File: src/rtl/noise_sample_hold_if.sv
`default_nettype none
// +-----------------------------------------------------------------------------
// | noise_sample_hold_if
// | Rate/control inputs and held-sample outputs of the noise sample-and-hold.
// | Revision: 1.0
// +-----------------------------------------------------------------------------
interface noise_sample_hold_if #(
   parameter int OUTPUT_BITS = 12,
   parameter int FREQ_BITS   = 16
);
   logic [FREQ_BITS-1:0]   freq;
   logic                   test;
   logic [OUTPUT_BITS-1:0] noise_in;
   logic [OUTPUT_BITS-1:0] dout;
   logic                   sample_stb;

   modport master (
      output freq,
      output test,
      output noise_in,
      input  dout,
      input  sample_stb
   );

   modport slave (
      input  freq,
      input  test,
      input  noise_in,
      output dout,
      output sample_stb
   );
endinterface
`default_nettype wire

File: src/rtl/noise_sample_hold.sv
`default_nettype none
// +-----------------------------------------------------------------------------
// | noise_sample_hold
// | Phase-accumulator paced sample-and-hold for the free-running noise word.
// | Revision: 1.0
// +-----------------------------------------------------------------------------
module noise_sample_hold #(
   parameter int OUTPUT_BITS = 12,
   parameter int ACC_BITS    = 24,
   parameter int FREQ_BITS   = 16,
   parameter int TAP_BIT     = 19
) (
   input  wire logic               clk,
   input  wire logic               rst,
   noise_sample_hold_if.slave      bus
);

   localparam int c_PAD_BITS = ACC_BITS - FREQ_BITS;

   logic [ACC_BITS-1:0]    r_acc;
   logic                   r_tap_d;
   logic [OUTPUT_BITS-1:0] r_dout;
   logic                   r_sample_stb;

   logic [ACC_BITS-1:0]    w_freq_ext;
   logic                   w_rise;

   assign w_freq_ext = {{c_PAD_BITS{1'b0}}, bus.freq};

   // Rise is deliberately not gated by test: a rise seen just before test
   // asserts still produces its single capture.
   assign w_rise = r_acc[TAP_BIT] & ~r_tap_d;

   always_ff @(posedge clk) begin
      if (rst) begin
         r_acc        <= '0;
         r_tap_d      <= 1'b0;
         r_dout       <= '0;
         r_sample_stb <= 1'b0;
      end else begin
         r_tap_d <= r_acc[TAP_BIT];
         if (bus.test) begin
            r_acc <= '0;
         end else begin
            r_acc <= r_acc + w_freq_ext;
         end
         if (w_rise) begin
            r_dout       <= bus.noise_in;
            r_sample_stb <= 1'b1;
         end else begin
            r_sample_stb <= 1'b0;
         end
      end
   end

   assign bus.dout       = r_dout;
   assign bus.sample_stb = r_sample_stb;

endmodule
`default_nettype wire

File: src/flat_wrapper.sv
// flat-port wrapper written by rule: the top's interface ports become plain ports
module noise_sample_hold_flat 
#(
   parameter int OUTPUT_BITS = 12,
   parameter int ACC_BITS    = 24,
   parameter int FREQ_BITS   = 16,
   parameter int TAP_BIT     = 19
)
  (clk, rst, bus_freq, bus_test, bus_noise_in, bus_dout, bus_sample_stb);
  noise_sample_hold_if #(.OUTPUT_BITS(OUTPUT_BITS), .FREQ_BITS(FREQ_BITS)) bus_i ();
  input  wire logic clk;
  input  wire logic rst;
  input wire logic [$bits(bus_i.freq)-1:0] bus_freq;
  input wire logic [$bits(bus_i.test)-1:0] bus_test;
  input wire logic [$bits(bus_i.noise_in)-1:0] bus_noise_in;
  output wire logic [$bits(bus_i.dout)-1:0] bus_dout;
  output wire logic [$bits(bus_i.sample_stb)-1:0] bus_sample_stb;
  assign bus_i.freq = bus_freq;
  assign bus_i.test = bus_test;
  assign bus_i.noise_in = bus_noise_in;
  assign bus_dout = bus_i.dout;
  assign bus_sample_stb = bus_i.sample_stb;
  noise_sample_hold #(.OUTPUT_BITS(OUTPUT_BITS), .ACC_BITS(ACC_BITS), .FREQ_BITS(FREQ_BITS), .TAP_BIT(TAP_BIT)) u_core (.clk(clk), .rst(rst), .bus(bus_i));
endmodule
File: config.mk
export PLATFORM = sky130hd
export DESIGN_NAME = noise_sample_hold_flat
export DESIGN_NICKNAME = d
export VERILOG_FILES = /design/src/rtl/noise_sample_hold_if.sv /design/src/rtl/noise_sample_hold.sv /design/src/flat_wrapper.sv
export SDC_FILE = /design/constraint.sdc
export NUM_CORES = 1
export LEC_CHECK = 0
export BUFFER_PORTS_ARGS = -buffer_cell sky130_fd_sc_hd__buf_2
export CAP_MARGIN = 40
export CELL_PAD_IN_SITES_DETAIL_PLACEMENT = 1
export CELL_PAD_IN_SITES_GLOBAL_PLACEMENT = 1
export CORE_MARGIN = 5
export CORE_UTILIZATION = 39
export DETAILED_ROUTE_END_ITERATION = 6
export GPL_ROUTABILITY_DRIVEN = 0
export PLACE_DENSITY = 0.75
export SYNTH_ARGS = -nofsm -noshare
export SYNTH_HDL_FRONTEND = slang
export SYNTH_SLANG_ARGS = --single-unit
File: constraint.sdc
create_clock -name clk -period 2.25 [get_ports clk]
set_input_delay 0.225 -clock clk [delete_from_list [all_inputs] [get_ports clk]]
set_output_delay 0.225 -clock clk [all_outputs]
set_load 0.005 [all_outputs]
==> flow_summary.json, run 1 <==
{
  "ctsResizeCount": 0,
  "yosys_most_used_dff": "dfxtp_1",
  "start_util_pct": 40.1,
  "h-tree-depth": 2,
  "cts_buffers": 5,
  "die_x_um": 79.5,
  "num_io_pins": 44,
  "synth-adder-area-share_pct": 11.7,
  "worst_ep_required_time_ps": 2460,
  "die_y_um": 79.5,
  "grt_remaining_overflow": 0,
  "place_area_mm2": 0.00215,
  "routed_wl_mm": 4.68,
  "cts_tree": "yes",
  "design_area_mm2": 0.00224,
  "cts_sinks": 34,
  "final_nets": 323,
  "track_usage_pct": 15.9,
  "coreArea_mm2": 0.00469,
  "wl_per_cell_um": 14.2,
  "vias_per_cell": 5.32,
  "synth_edf_count": 0,
  "final_min_period_over_clock_period_pct": 88.9,
  "max_freq_mhz": 500,
  "hold_start": "bus_noise_in[1]",
  "first_global_vias": 1722,
  "syn_area_mm2": 0.00188,
  "ctsHoldBuffers": 0,
  "synth_top_family_by_area": "simple AND/OR/NAND/NOR gates",
  "drc": 0,
  "grtUsageMet3_pct": 4.29,
  "leakage_uw": 0.000976,
  "postSynthCellCount": 230,
  "rrSetupSlack_ps": 250,
  "critPathLaunchType": "register",
  "slew_headroom_pct": 70.2,
  "antenna_found_initial": 0,
  "final_common_cell": "buf_2",
  "insertion_delay_ps": 290,
  "cts-root-buf": "clkbuf_8",
  "busiest_layer": "met2",
  "hold_path_depth": 3,
  "synth_compound_area_share_pct": 20.6,
  "post_cts_buffers": 0,
  "fin_setup_tns_ps": 0,
  "rr_worst_depth": 8,
  "grt_pass1_wl_mm": 7.77,
  "clkTransAtPathRegs_ps": 70,
  "dr.pass1.iters": 4,
  "final_cells": 330,
  "clock_path_buffers": 2,
  "p_per_area_mw_per_mm2": 629,
  "ir_drop_mv": 0.398,
  "dpl.cell_count": 322,
  "hold_end": "u_core.bus.dout[1]",
  "grt_max_degree": 18,
  "synth-seq-cells": 34,
  "cp.arrival_ps": 2210,
  "hold_path_class": "in2reg",
  "synth_cell_types": 40,
  "hpwl_mm": 3.60,
  "drive_gt1_share_pct": 20.7,
  "ant_nets": 0,
  "status": "complete, no violations",
  "synth_nets": 278,
  "timing.rr.end": "u_core.r_acc[14]",
  "synth_mux_area_share_pct": 1.06,
  "skew_ps": 9.39,
  "route.vias.total": 1756,
  "grtUsageMet1_pct": 19.3,
  "synthSimpleGateAreaFrac_pct": 22.6,
  "io_buffers": 43,
  "layout_common_cells": "buf_2 (43), nand2_1 (36), dfxtp_1 (34), a21oi_1 (29), nor2_1 (21)",
  "finalMaxSlewViolations": 0,
  "regToRegStartpoint": "u_core.r_acc[0]",
  "post_synth.cell_area_avg_um2": 8.18,
  "use_met2_pct": 26.5,
  "end_kind": "register",
  "critPathMaxFanout": 3,
  "worst_slew_pin_slew_ps": 448,
  "synth-xor-area-share_pct": 5.59,
  "worst-setup-path-type": "reg2reg",
  "hold-worst-slack_ps": 164,
  "rsz0062_at_grt": "no",
  "finalPower_uw": 1410,
  "async_reset_ff_share_pct": 0,
  "diodes": 0,
  "yosys_warnings": 0,
  "period_minus_slack_ps": 2000,
  "rows": 25,
  "setup_violations": 0,
  "area_delta_synth_final_pct": 19.0,
  "die_area_mm2": 0.00631,
  "finalHoldViolCount": 0,
  "max_cap_violations": 0,
  "synth-seq-area-share_pct": 36.2,
  "drtIter0Drc": 61
}
cell families (layout without fill, tap and decap cells):
| kind of cell | count (synthesis) | after routing |
|---|---|---|
| buf+inv | 11 | 57 |
| xor+xnor | 12 | 12 |
| fa+ha+maj | 17 | 17 |
| mux | 2 | 2 |
| simple gates | 91 | 91 |
| flops | 34 | 34 |
| compound gates | 63 | 63 |
worst max-delay path by stage:
stage | startpoint | end | slack [ps]
2_1_floorplan | u_core.r_acc[0] | u_core.r_acc[8] | 430
3_3_place_gp | bus_freq[0] | u_core.r_acc[8] | 260
3_5_place_dp | bus_freq[1] | u_core.r_acc[19] | 220
4_1_cts | u_core.r_acc[1] | u_core.r_acc[19] | 250
5_1_grt | u_core.r_acc[0] | u_core.r_acc[14] | 90
6_report | u_core.r_acc[0] | u_core.r_acc[14] | 250
state kept, by name, indices dropped and copies added (netlist names):
name and flops:
u_core.bus.dout 12, u_core.bus.sample_stb 1, u_core.r_acc 20, u_core.r_tap_d 1
routing by layer:
layer,part of all wire [%],up-vias
li1,-,893
met1,47,815
met2,47,42
met3,4.8,6
met4,1.3,0
met5,0,-
power breakdown:
group	switching, uW	internal (uW)	total [uW]
Clock	227	247	474
Sequential	8.82	625	634
Combinational	172	129	300
Total	408	1000	1410
Yosys cell counts, drive strengths merged (5+ instances only):
cell type   n  area [um2]
nand2      36         135
dfxtp      34         681
a21oi      30         154
nor2       21        78.8
ha         16         200
o21ai      11        55.1
xor2        7        61.3
and2        6        40.0
nor3        6        35.0
clkbuf      5        18.8
inv         5        18.8
xnor2       5        43.8
area by class of cell:
cell class | count | area, um2
sequential | 34 | 681
inverter | 5 | 18.8
fill | 621 | 2450
tap | 54 | 67.6
timing repair buffer | 44 | 223
clock buffer | 7 | 86.3
multi-input combinational | 185 | 1160
clock inverter | 1 | 5.00
per-stage QoR:
stage	utilization, %	setup WS [ps]
2_1_floorplan	-	432
3_3_place_gp	45.8	264
3_5_place_dp	45.8	223
4_1_cts	47.7	250
5_1_grt	47.7	87.6
6_report	47.7	250
critical path, cell delays in order, from the launching register on:
cell and delay, ps:
dfxtp_1 300, ha_1 200, fa_1 410, a21oi_1 200, o21ai_1 130, o211ai_1 220, a21oi_1 130, o21ai_0 150
nor3b_1 170
Note: power is estimated with default switching activity, not from simulation.
==> inputs of run 2 (changes only) <==
MAX_ROUTING_LAYER = met4   (was default)
==> flow_summary.json, run 2 (synthesis results as in run 1) <==
{
  "regToRegStartpoint": "u_core.r_acc[0]",
  "area_delta_synth_final_pct": 19.0,
  "start_util_pct": 40.1,
  "sw_frac_of_total_pct": 28.9,
  "grt_remaining_overflow": 0,
  "diodes": 0,
  "status": "complete, no violations",
  "final_common_cell": "buf_2",
  "first_global_vias": 1723,
  "final_min_period_over_clock_period_pct": 88.8,
  "io_buffers": 43,
  "cts_buffers": 5,
  "worst_ep_required_time_ps": 2460,
  "die_area_mm2": 0.00631,
  "dp_slack_ps": 223,
  "critPathMaxFanout": 3,
  "p_per_area_mw_per_mm2": 628,
  "leakage_uw": 0.000976,
  "ctsHoldBuffers": 0,
  "p_seq_share_pct": 45.1,
  "route.vias.total": 1749,
  "insertion_delay_ps": 290,
  "pwr-share-clk_pct": 33.6,
  "grt_pass1_wl_mm": 7.76,
  "cts_sinks": 34,
  "wl_per_cell_um": 14.3,
  "largest_register_ffs": 20,
  "track_usage_pct": 16.4,
  "hpwl_mm": 3.60,
  "worst_slew_pin_slew_ps": 447,
  "ant_nets": 0,
  "worst-setup-path-type": "reg2reg",
  "num_io_pins": 44,
  "fin_setup_tns_ps": 0,
  "finalMaxSlewViolations": 0,
  "max_cap_violations": 0,
  "dr.pass1.iters": 4,
  "cp.arrival_ps": 2210,
  "layout_common_cells": "buf_2 (43), nand2_1 (36), dfxtp_1 (34), a21oi_1 (29), nor2_1 (21)",
  "clkTransAtPathRegs_ps": 70,
  "cts_tree": "yes",
  "fill_cells": 621,
  "rsz0062_at_grt": "no",
  "ir_drop_mv": 0.397,
  "postLayoutCoreUtil_pct": 47.7,
  "post_cts_buffers": 0,
  "antenna_found_initial": 0,
  "final_cells": 330,
  "switchingPower_uw": 406,
  "drtIter0Drc": 65,
  "routed_wl_mm": 4.71,
  "vias_per_cell": 5.30,
  "h-tree-depth": 2,
  "crit_path_start": "u_core.r_acc[0]",
  "period_minus_slack_ps": 2000,
  "cts-root-buf": "clkbuf_8",
  "die_x_um": 79.5,
  "max_freq_mhz": 500,
  "setup_violations": 0,
  "critPathLaunchType": "register",
  "grt_max_degree": 18,
  "final_nets": 323,
  "p_comb_share_pct": 21.3,
  "drive_gt1_share_pct": 20.7,
  "slew_headroom_pct": 70.2,
  "regMostFlops": "u_core.r_acc",
  "ctsResizeCount": 0,
  "drc": 0,
  "internal_power_uw": 1000,
  "hold_start": "bus_noise_in[1]",
  "clock_path_buffers": 2,
  "die_y_um": 79.5,
  "finalHoldViolCount": 0,
  "worst_slack_ps": 252,
  "rows": 25,
  "end_kind": "register",
  "dpl.cell_count": 322,
  "skew_ps": 8.29,
  "hold_path_class": "in2reg",
  "coreArea_mm2": 0.00469
}
[run 2: cell counts in the layout (fill, tap and decap cells not counted)]
Identical to the previous run, type by type.
[run 2: final cells by class]
type	instances	area (um2)	area share [%]
Tap cell	54	67.6	3.02
Inverter	5	18.8	0.838
Sequential cell	34	681	30.4
Multi-Input combinational cell	185	1160	51.7
Timing Repair Buffer	44	223	9.94
Clock buffer	7	86.3	3.85
Clock inverter	1	5.00	0.223
[run 2: layer usage]
metal  global-route usage [%]  wire (um)  up-vias
met4                     6.70         76        0
li1                         -          -      893
met3                     4.18        215        7
met5                        -          0        -
met1                     19.5       2230      815
met2                     26.4       2190       34
[run 2: power groups by stage]
stage	Combinational, uW	Sequential (uW)	Clock [uW]
after floorplan	220	645	0
after global placement	295	648	0
after detailed placement	302	648	0
after CTS	304	634	499
after global routing	339	636	530
final	300	634	473
[run 2: path summary, 6_finish.rpt]
path | to | slack, ps | cells after the start
worst min register to register | u_core.bus.sample_stb | 440 | 1
worst max register to register | u_core.r_acc[14] | 250 | 8
worst min-delay path | u_core.bus.dout[1] | 160 | 3
worst max-delay path | u_core.r_acc[14] | 250 | 8
[run 2: worst max-delay path, cell delays in order, from the launching register on]
cell and delay (ps):
dfxtp_1 300, ha_1 200, fa_1 410, a21oi_1 200, o21ai_1 130, o211ai_1 220
a21oi_1 130, o21ai_0 150, nor3b_1 170
[run 2: per-stage QoR]
stage,hold slack (ps),total power [uW],instance area [um2]
after global placement,432,943,2150
after CTS,153,1440,2240
after global routing,156,1500,2240
after detailed placement,437,950,2150
after floorplan,294,865,1880
final,165,1410,2240
